**src/rtl/apu_sfx_scheduler_pkg.sv**
```systemverilog
`default_nettype none
// +----------------------------------------------------------------------------+
// | Module   : apu_sfx_scheduler_pkg                                           |
// | Purpose  : Shared sound-effect ids, scheduler state encoding, default      |
// |            frame durations and the fixed-priority pick helper.             |
// | Ports    : none (package)                                                  |
// | Revision : 1.0 - initial release                                           |
// +----------------------------------------------------------------------------+
package apu_sfx_scheduler_pkg;

  // Sound ids double as priority values: a numerically larger id wins.
  typedef logic [1:0] sfx_id_t;
  localparam sfx_id_t SFX_NONE = 2'b00;
  localparam sfx_id_t SFX_EAT  = 2'b01;
  localparam sfx_id_t SFX_HIT  = 2'b10;
  localparam sfx_id_t SFX_DIE  = 2'b11;

  typedef enum logic [1:0] {
    ST_IDLE = 2'd0,
    ST_PLAY = 2'd1,
    ST_GAP  = 2'd2
  } sfx_state_t;

  // Default durations in video frames; the APU trigger wrapper and the
  // bench both take their timing from here.
  localparam int DEF_EAT_FRAMES = 8;
  localparam int DEF_HIT_FRAMES = 6;
  localparam int DEF_DIE_FRAMES = 30;
  localparam int DEF_GAP_FRAMES = 2;
  localparam int DEF_CNT_W      = 6;

  // pend bit 0 = eat, bit 1 = hit, bit 2 = die.
  function automatic sfx_id_t sfx_highest(input logic [2:0] pend);
    if (pend[2])      return SFX_DIE;
    else if (pend[1]) return SFX_HIT;
    else if (pend[0]) return SFX_EAT;
    else              return SFX_NONE;
  endfunction

endpackage
`default_nettype wire

```
**src/rtl/apu_sfx_scheduler_if.sv**
```systemverilog
`default_nettype none
// +----------------------------------------------------------------------------+
// | Module   : apu_sfx_scheduler_if                                            |
// | Purpose  : Bundles the collision requests, frame tick and mute toward the  |
// |            scheduler, and the APU triggers / status coming back.           |
// | Ports    : master - drives frame_tick, req_*, mute; reads status           |
// |            slave  - the scheduler side (inputs/outputs reversed)           |
// | Revision : 1.0 - initial release                                           |
// +----------------------------------------------------------------------------+
interface apu_sfx_scheduler_if;
  import apu_sfx_scheduler_pkg::*;

  logic    frame_tick;
  logic    req_eat;
  logic    req_hit;
  logic    req_die;
  logic    mute;
  logic    saw_trigger;
  logic    square_trigger;
  logic    noise_trigger;
  logic    busy;
  sfx_id_t active_id;
  logic    dropped;

  modport master (
    output frame_tick, req_eat, req_hit, req_die, mute,
    input  saw_trigger, square_trigger, noise_trigger, busy, active_id, dropped
  );

  modport slave (
    input  frame_tick, req_eat, req_hit, req_die, mute,
    output saw_trigger, square_trigger, noise_trigger, busy, active_id, dropped
  );

endinterface
`default_nettype wire

```
**src/rtl/apu_sfx_scheduler_req_latch.sv**
```systemverilog
`default_nettype none
// +----------------------------------------------------------------------------+
// | Module   : sfx_req_latch                                                   |
// | Purpose  : Rising-edge detect on one collision request plus its pending    |
// |            bit.                                                            |
// | Ports    : clk, rst_n   - clock, async active-low reset                    |
// |            req          - raw request (level or pulse)                     |
// |            set_en       - allow a detected edge to set pending             |
// |            clr          - clear pending (sound granted)                    |
// |            flush        - mute: clear pending and discard edges            |
// |            rise         - combinational edge strobe (already muted)        |
// |            pending      - request waiting for a grant                      |
// | Revision : 1.0 - initial release                                           |
// +----------------------------------------------------------------------------+
module sfx_req_latch (
  input  logic clk,
  input  logic rst_n,
  input  logic req,
  input  logic set_en,
  input  logic clr,
  input  logic flush,
  output logic rise,
  output logic pending
);

  logic req_q;

  // req_q keeps tracking during mute so a level held across mute release
  // does not count as a new request.
  assign rise = req & ~req_q & ~flush;

  always_ff @(posedge clk or negedge rst_n) begin
    if (!rst_n) begin
      req_q   <= 1'b0;
      pending <= 1'b0;
    end else begin
      req_q <= req;
      if (flush || clr)
        pending <= 1'b0;
      else if (rise && set_en)
        pending <= 1'b1;
    end
  end

endmodule
`default_nettype wire

```
**src/rtl/apu_sfx_scheduler.sv**
```systemverilog
`default_nettype none
// +----------------------------------------------------------------------------+
// | Module   : apu_sfx_scheduler                                               |
// | Purpose  : Turns collision events into one-at-a-time, frame-timed APU      |
// |            trigger grants with priority die > hit > eat, preemption,       |
// |            retrigger and a post-sound silent gap.                          |
// | Ports    : clk   - pixel clock                                             |
// |            rst_n - async active-low reset                                  |
// |            bus   - slave side of apu_sfx_scheduler_if (requests, tick,     |
// |                    mute in; saw/square/noise triggers, busy, active_id,    |
// |                    dropped out)                                            |
// | Revision : 1.0 - initial release                                           |
// +----------------------------------------------------------------------------+
module apu_sfx_scheduler
  import apu_sfx_scheduler_pkg::*;
#(
  parameter int EAT_FRAMES = DEF_EAT_FRAMES,
  parameter int HIT_FRAMES = DEF_HIT_FRAMES,
  parameter int DIE_FRAMES = DEF_DIE_FRAMES,
  parameter int GAP_FRAMES = DEF_GAP_FRAMES,
  parameter int CNT_W      = DEF_CNT_W
) (
  input  logic                 clk,
  input  logic                 rst_n,
  apu_sfx_scheduler_if.slave   bus
);

  // A programmed duration of 0 still plays for one frame.
  localparam logic [CNT_W-1:0] CNT_ONE  = CNT_W'(1);
  localparam logic [CNT_W-1:0] EAT_LOAD = (EAT_FRAMES == 0) ? CNT_ONE : CNT_W'(EAT_FRAMES);
  localparam logic [CNT_W-1:0] HIT_LOAD = (HIT_FRAMES == 0) ? CNT_ONE : CNT_W'(HIT_FRAMES);
  localparam logic [CNT_W-1:0] DIE_LOAD = (DIE_FRAMES == 0) ? CNT_ONE : CNT_W'(DIE_FRAMES);
  localparam logic [CNT_W-1:0] GAP_LOAD = CNT_W'(GAP_FRAMES);

  function automatic logic [CNT_W-1:0] load_of(input sfx_id_t id);
    case (id)
      SFX_EAT: return EAT_LOAD;
      SFX_HIT: return HIT_LOAD;
      default: return DIE_LOAD;
    endcase
  endfunction

  sfx_state_t       state, state_nx;
  logic [CNT_W-1:0] cnt, cnt_nx;
  sfx_id_t          active_id, active_nx;
  logic             dropped, dropped_nx;

  logic [2:0] req;
  logic [2:0] rise;
  logic [2:0] pend;
  logic [2:0] set_en;
  logic [2:0] clr;
  sfx_id_t    top_id;
  logic       retrig;

  assign req    = {bus.req_die, bus.req_hit, bus.req_eat};
  assign top_id = sfx_highest(pend);

  for (genvar i = 0; i < 3; i++) begin : g_req
    sfx_req_latch u_latch (
      .clk     (clk),
      .rst_n   (rst_n),
      .req     (req[i]),
      .set_en  (set_en[i]),
      .clr     (clr[i]),
      .flush   (bus.mute),
      .rise    (rise[i]),
      .pending (pend[i])
    );
  end

  // An edge of the sound already playing is a retrigger, not a new request.
  always_comb begin
    set_en = 3'b111;
    retrig = 1'b0;
    if (state == ST_PLAY) begin
      case (active_id)
        SFX_EAT: begin set_en[0] = 1'b0; retrig = rise[0]; end
        SFX_HIT: begin set_en[1] = 1'b0; retrig = rise[1]; end
        SFX_DIE: begin set_en[2] = 1'b0; retrig = rise[2]; end
        default: ;
      endcase
    end
  end

  always_ff @(posedge clk or negedge rst_n) begin
    if (!rst_n) begin
      state     <= ST_IDLE;
      cnt       <= '0;
      active_id <= SFX_NONE;
      dropped   <= 1'b0;
    end else begin
      state     <= state_nx;
      cnt       <= cnt_nx;
      active_id <= active_nx;
      dropped   <= dropped_nx;
    end
  end

  always_comb begin
    state_nx   = state;
    cnt_nx     = cnt;
    active_nx  = active_id;
    dropped_nx = 1'b0;
    clr        = 3'b000;

    if (bus.mute) begin
      state_nx  = ST_IDLE;
      cnt_nx    = '0;
      active_nx = SFX_NONE;
    end else begin
      case (state)
        ST_IDLE: begin
          if (top_id != SFX_NONE) begin
            state_nx  = ST_PLAY;
            cnt_nx    = load_of(top_id);
            active_nx = top_id;
            clr[top_id - 2'd1] = 1'b1;
          end
        end

        ST_PLAY: begin
          // Reload paths take precedence over a coincident frame tick.
          if (top_id > active_id) begin
            cnt_nx     = load_of(top_id);
            active_nx  = top_id;
            dropped_nx = 1'b1;
            clr[top_id - 2'd1] = 1'b1;
          end else if (retrig) begin
            cnt_nx = load_of(active_id);
          end else if (bus.frame_tick) begin
            if (cnt <= CNT_ONE) begin
              active_nx = SFX_NONE;
              if (GAP_FRAMES > 0) begin
                state_nx = ST_GAP;
                cnt_nx   = GAP_LOAD;
              end else begin
                state_nx = ST_IDLE;
                cnt_nx   = '0;
              end
            end else begin
              cnt_nx = cnt - CNT_ONE;
            end
          end
        end

        ST_GAP: begin
          // Only a death sound may cut the silent gap short.
          if (pend[2]) begin
            state_nx  = ST_PLAY;
            cnt_nx    = DIE_LOAD;
            active_nx = SFX_DIE;
            clr[2]    = 1'b1;
          end else if (bus.frame_tick) begin
            if (cnt <= CNT_ONE) begin
              state_nx = ST_IDLE;
              cnt_nx   = '0;
            end else begin
              cnt_nx = cnt - CNT_ONE;
            end
          end
        end

        default: begin
          state_nx  = ST_IDLE;
          cnt_nx    = '0;
          active_nx = SFX_NONE;
        end
      endcase
    end
  end

  assign bus.saw_trigger    = (state == ST_PLAY) && (active_id == SFX_EAT);
  assign bus.square_trigger = (state == ST_PLAY) && (active_id == SFX_HIT);
  assign bus.noise_trigger  = (state == ST_PLAY) && (active_id == SFX_DIE);
  assign bus.busy           = (state != ST_IDLE);
  assign bus.active_id      = active_id;
  assign bus.dropped        = dropped;

endmodule
`default_nettype wire

```
**src/flat_wrapper.sv**
```systemverilog
// flat-port wrapper written by rule: the top's interface ports become plain ports
module apu_sfx_scheduler_flat import apu_sfx_scheduler_pkg::*;
#(
  parameter int EAT_FRAMES = DEF_EAT_FRAMES,
  parameter int HIT_FRAMES = DEF_HIT_FRAMES,
  parameter int DIE_FRAMES = DEF_DIE_FRAMES,
  parameter int GAP_FRAMES = DEF_GAP_FRAMES,
  parameter int CNT_W      = DEF_CNT_W
)
  (clk, rst_n, bus_frame_tick, bus_req_eat, bus_req_hit, bus_req_die, bus_mute, bus_saw_trigger, bus_square_trigger, bus_noise_trigger, bus_busy, bus_active_id, bus_dropped);
  apu_sfx_scheduler_if bus_i ();
  input  logic clk;
  input  logic rst_n;
  input wire logic [$bits(bus_i.frame_tick)-1:0] bus_frame_tick;
  input wire logic [$bits(bus_i.req_eat)-1:0] bus_req_eat;
  input wire logic [$bits(bus_i.req_hit)-1:0] bus_req_hit;
  input wire logic [$bits(bus_i.req_die)-1:0] bus_req_die;
  input wire logic [$bits(bus_i.mute)-1:0] bus_mute;
  output wire logic [$bits(bus_i.saw_trigger)-1:0] bus_saw_trigger;
  output wire logic [$bits(bus_i.square_trigger)-1:0] bus_square_trigger;
  output wire logic [$bits(bus_i.noise_trigger)-1:0] bus_noise_trigger;
  output wire logic [$bits(bus_i.busy)-1:0] bus_busy;
  output wire logic [$bits(bus_i.active_id)-1:0] bus_active_id;
  output wire logic [$bits(bus_i.dropped)-1:0] bus_dropped;
  assign bus_i.frame_tick = bus_frame_tick;
  assign bus_i.req_eat = bus_req_eat;
  assign bus_i.req_hit = bus_req_hit;
  assign bus_i.req_die = bus_req_die;
  assign bus_i.mute = bus_mute;
  assign bus_saw_trigger = bus_i.saw_trigger;
  assign bus_square_trigger = bus_i.square_trigger;
  assign bus_noise_trigger = bus_i.noise_trigger;
  assign bus_busy = bus_i.busy;
  assign bus_active_id = bus_i.active_id;
  assign bus_dropped = bus_i.dropped;
  apu_sfx_scheduler #(.EAT_FRAMES(EAT_FRAMES), .HIT_FRAMES(HIT_FRAMES), .DIE_FRAMES(DIE_FRAMES), .GAP_FRAMES(GAP_FRAMES), .CNT_W(CNT_W)) u_core (.clk(clk), .rst_n(rst_n), .bus(bus_i));
endmodule
```
**config.mk**
```make
export PLATFORM = sky130hd
export DESIGN_NAME = apu_sfx_scheduler_flat
export DESIGN_NICKNAME = d
export VERILOG_FILES = /design/src/rtl/apu_sfx_scheduler_pkg.sv /design/src/rtl/apu_sfx_scheduler_if.sv /design/src/rtl/apu_sfx_scheduler_req_latch.sv /design/src/rtl/apu_sfx_scheduler.sv /design/src/flat_wrapper.sv
export SDC_FILE = /design/constraint.sdc
export NUM_CORES = 1
export LEC_CHECK = 0
export ABC_AREA = 1
export BUFFER_PORTS_ARGS = -buffer_cell sky130_fd_sc_hd__buf_4
export CORE_ASPECT_RATIO = 0.6
export CORE_MARGIN = 3
export CORE_UTILIZATION = 40
export CTS_CLUSTER_DIAMETER = 40
export CTS_CLUSTER_SIZE = 10
export DETAILED_ROUTE_END_ITERATION = 16
export PLACE_DENSITY_LB_ADDON = 0.15
export RECOVER_POWER = 50
export REMOVE_ABC_BUFFERS = 1
export SKIP_CTS_REPAIR_TIMING = 1
export SLEW_MARGIN = 10
export SYNTH_ARGS = -nofsm -noshare
export SYNTH_HDL_FRONTEND = slang
export SYNTH_SLANG_ARGS = --single-unit
```
**constraint.sdc**
```tcl
create_clock -name clk -period 2.7 [get_ports clk]
set_input_delay 0 -clock clk [delete_from_list [all_inputs] [get_ports clk]]
set_output_delay 0 -clock clk [all_outputs]
set_load 0.005 [all_outputs]
```
==> impl_metrics.tcl <==
set metrics [dict create \
    irDropWorstVdd_mv 0.6280 \
    grt-ovfl-total 0 \
    insertion_delay_ns 0.25 \
    maxSlewHeadroom_pct 33.50 \
    p_leak_nw 0.9090 \
    crit_family "simple AND/OR/NAND/NOR gates" \
    critPathLaunchType "flip-flop" \
    via_per_inst 4.907 \
    seq_area_frac_synth_pct 29.23 \
    vias 1379 \
    wire_per_inst_um 12.93 \
    post_synth.cell_area_avg_um2 6.737 \
    route.met3.wl_um 310 \
    io_pins 14 \
    post-route-drc-count 0 \
    utilization_pct 50.00 \
    htreeDepth 1 \
    max_clock_freq_mhz 451.0 \
    grt_antenna_before_repair 0 \
    numPortBuffers 13 \
    synth-edff-count 0 \
    highest_layer "met4" \
    synthArstFlopShare_pct 100.0 \
    hold_path_class "in -> reg" \
    dp_slack_ns 0.5176 \
    die_area_um2 4421 \
    synth.distinct_cells 28 \
    slew_viol_final 0 \
    hpwlAfterDp_um 2910 \
    wl_met2_um 1209 \
    fp-row-count 16 \
    grt_pass1_vias 1195 \
    final_net_count 258 \
    crit_buf_inv 3 \
    setup-tns-final_ns 0 \
    die_height_um 52.72 \
    die_w_um 83.87 \
    period_minus_slack_ns 2.217 \
    gp_congestion 0.8517 \
    clock_path_buffers 2 \
    cellPowerDensity_nw_per_um2 1062 \
    synthToLayoutAreaGrowth_pct 15.56 \
    maxCapViolCount 0 \
    postSynthCellCount 216 \
    fillCellCount 340 \
    grt_use_total_pct 17.69 \
    clk_pin_slew_ns 0.07 \
    final_common_cell "nand2_1" \
    drive_gt1_share_pct 15.25 \
    outcome "finished, final reports clean" \
    cts.sinks 17 \
    drt_iter0_markers 138 \
    fin_crit_sh_pct 82.12 \
    path_cells "nor2_1, inv_1, ha_1, inv_1, o21bai_1, o21ai_1, buf_4, nand3_2, o21bai_4, nor2_4, nand2_1, nand2_1" \
    arrival_ns 2.37 \
    slowest_stage "dfrtp_1" \
    clock-skew-final_ns 0.003868 \
    firstDrtPassIters 5 \
    cp-end-kind "flip-flop" \
    grt_max_degree 18 \
    ant_nets 0 \
    worst-endpoint-required_ns 2.85 \
    start_util_pct 43.27 \
    grt_first_pass_wirelength_um 6044 \
    met1_length_um 2100 \
    antennaDiodeCount 0 \
    fp.coreArea_um2 3363 \
    final_cell_mix "nand2_1, inv_1, nor2_1" \
    worst_pin_slew_ns 0.9974 \
    hold_viol_final 0 \
    cp_slowest_stage_delay_ns 0.40 \
    numCtsBuffers 3 \
    yosys_register_bits 17 \
    cts_tree "built" \
    setup_slack_ns 0.4828 \
    crit_fanout 13 \
    rsz0062_at_grt "no" \
    routed_wl_um 3634 \
    yosys_warnings 0 \
    cts_root_buf "clkbuf_8" \
    yosys_most_used_dff "dfrtp_1" \
    netlist_area_um2 1455 \
    setup_viol_count_final 0 \
    critPathKind "reg -> reg" \
]
[area by class of cell]
class	instances	area [um^2]	area share (%)
inverters	40	150.1	8.929
flip-flops and latches	17	425.4	25.30
clock buffers	4	45.04	2.679
well taps	45	56.30	3.348
multi-input cells	157	867.1	51.56
repair buffers	18	137.6	8.185
[cells by family (layout without fill, tap and decap cells)]
group,Yosys count,after routing,share of synthesized area [%]
buf+inv,42,62,11.18
simple gates,108,108,33.28
flops,17,17,29.23
fa+ha+maj,14,14,12.04
compound gates,35,35,14.27
[through the flow]
stage,hold slack (ns),total power [mW],instances,instance area (um^2)
finish,0.1203,1.787,281,1682
global route,0.1417,1.987,281,1682
CTS,-0.3912,1.775,277,1649
detailed placement,-0.1123,1.568,273,1604
global placement,-0.1128,1.585,273,1604
floorplan,-0.2956,1.246,214,1443
[report_power, final]
| group | internal, mW | switching, mW | leakage [nW] |
|---|---|---|---|
| registers | 0.327 | 0.0962 | 0.221 |
| clock network | 0.105 | 0.0928 | 0.0228 |
| logic | 0.420 | 0.746 | 0.665 |
[Yosys cell counts, types with 2 or more instances]
library cell  instances  share of area, %
nand4_1               2              0.86
o21ai_1               6               2.1
o21ai_0              12               4.1
inv_2                 8               2.1
nand2_2               2              0.86
inv_1                30               7.7
nand2_1              56                14
a21oi_1               9               3.1
clkinv_1              2              0.52
nor2_4                2               1.5
a31oi_1               2              0.86
ha_1                 14                12
nor2_1               20               5.2
dfrtp_1              17                29
o21bai_1              2               1.0
nand3_1              16               5.5
nor2_2                5               2.1
[per-layer routing]
layer	GRT usage [%]	up-vias
li1	-	723
met1	29.58	595
met2	22.16	59
met3	4.082	2
met4	1.604	0
met5	0	-
[path summary, 6_finish.rpt]
| path | start | end | slack (ns) | depth (start not counted) |
|---|---|---|---|---|
| setup / recovery | u_core.g_req[2].u_latch.pending | u_core.cnt[2] | 0.48 | 12 |
| hold / removal | bus_mute | u_core.g_req[2].u_latch.pending | 0.12 | 4 |
| setup reg to reg | u_core.g_req[2].u_latch.pending | u_core.cnt[2] | 0.48 | 12 |
| hold reg to reg | u_core.cnt[4] | u_core.cnt[4] | 0.53 | 2 |
| max in group asynchronous | rst_n | u_core.cnt[5] | 1.66 | 2 |
| min in group asynchronous | rst_n | u_core.g_req[1].u_latch.req_q | 0.44 | 2 |
[worst reg2reg max path, stage by stage, from the launching register on]
cell      delay, ns
dfrtp_1        0.40
nor2_1         0.27
inv_1          0.17
ha_1           0.30
inv_1          0.07
o21bai_1       0.06
o21ai_1        0.07
buf_4          0.21
nand3_2        0.13
o21bai_4       0.25
nor2_4         0.07
nand2_1        0.07
nand2_1        0.04
[flip-flops by register name (all words and copies together), names as in the netlist]
signal / count
u_core.state: 2
u_core.bus.active_id: 2
u_core.cnt: 6
u_core.g_req.u_latch.pending: 3
u_core.g_req.u_latch.req_q: 3
u_core.bus.dropped: 1
Note: power is estimated with default switching activity, not from simulation.
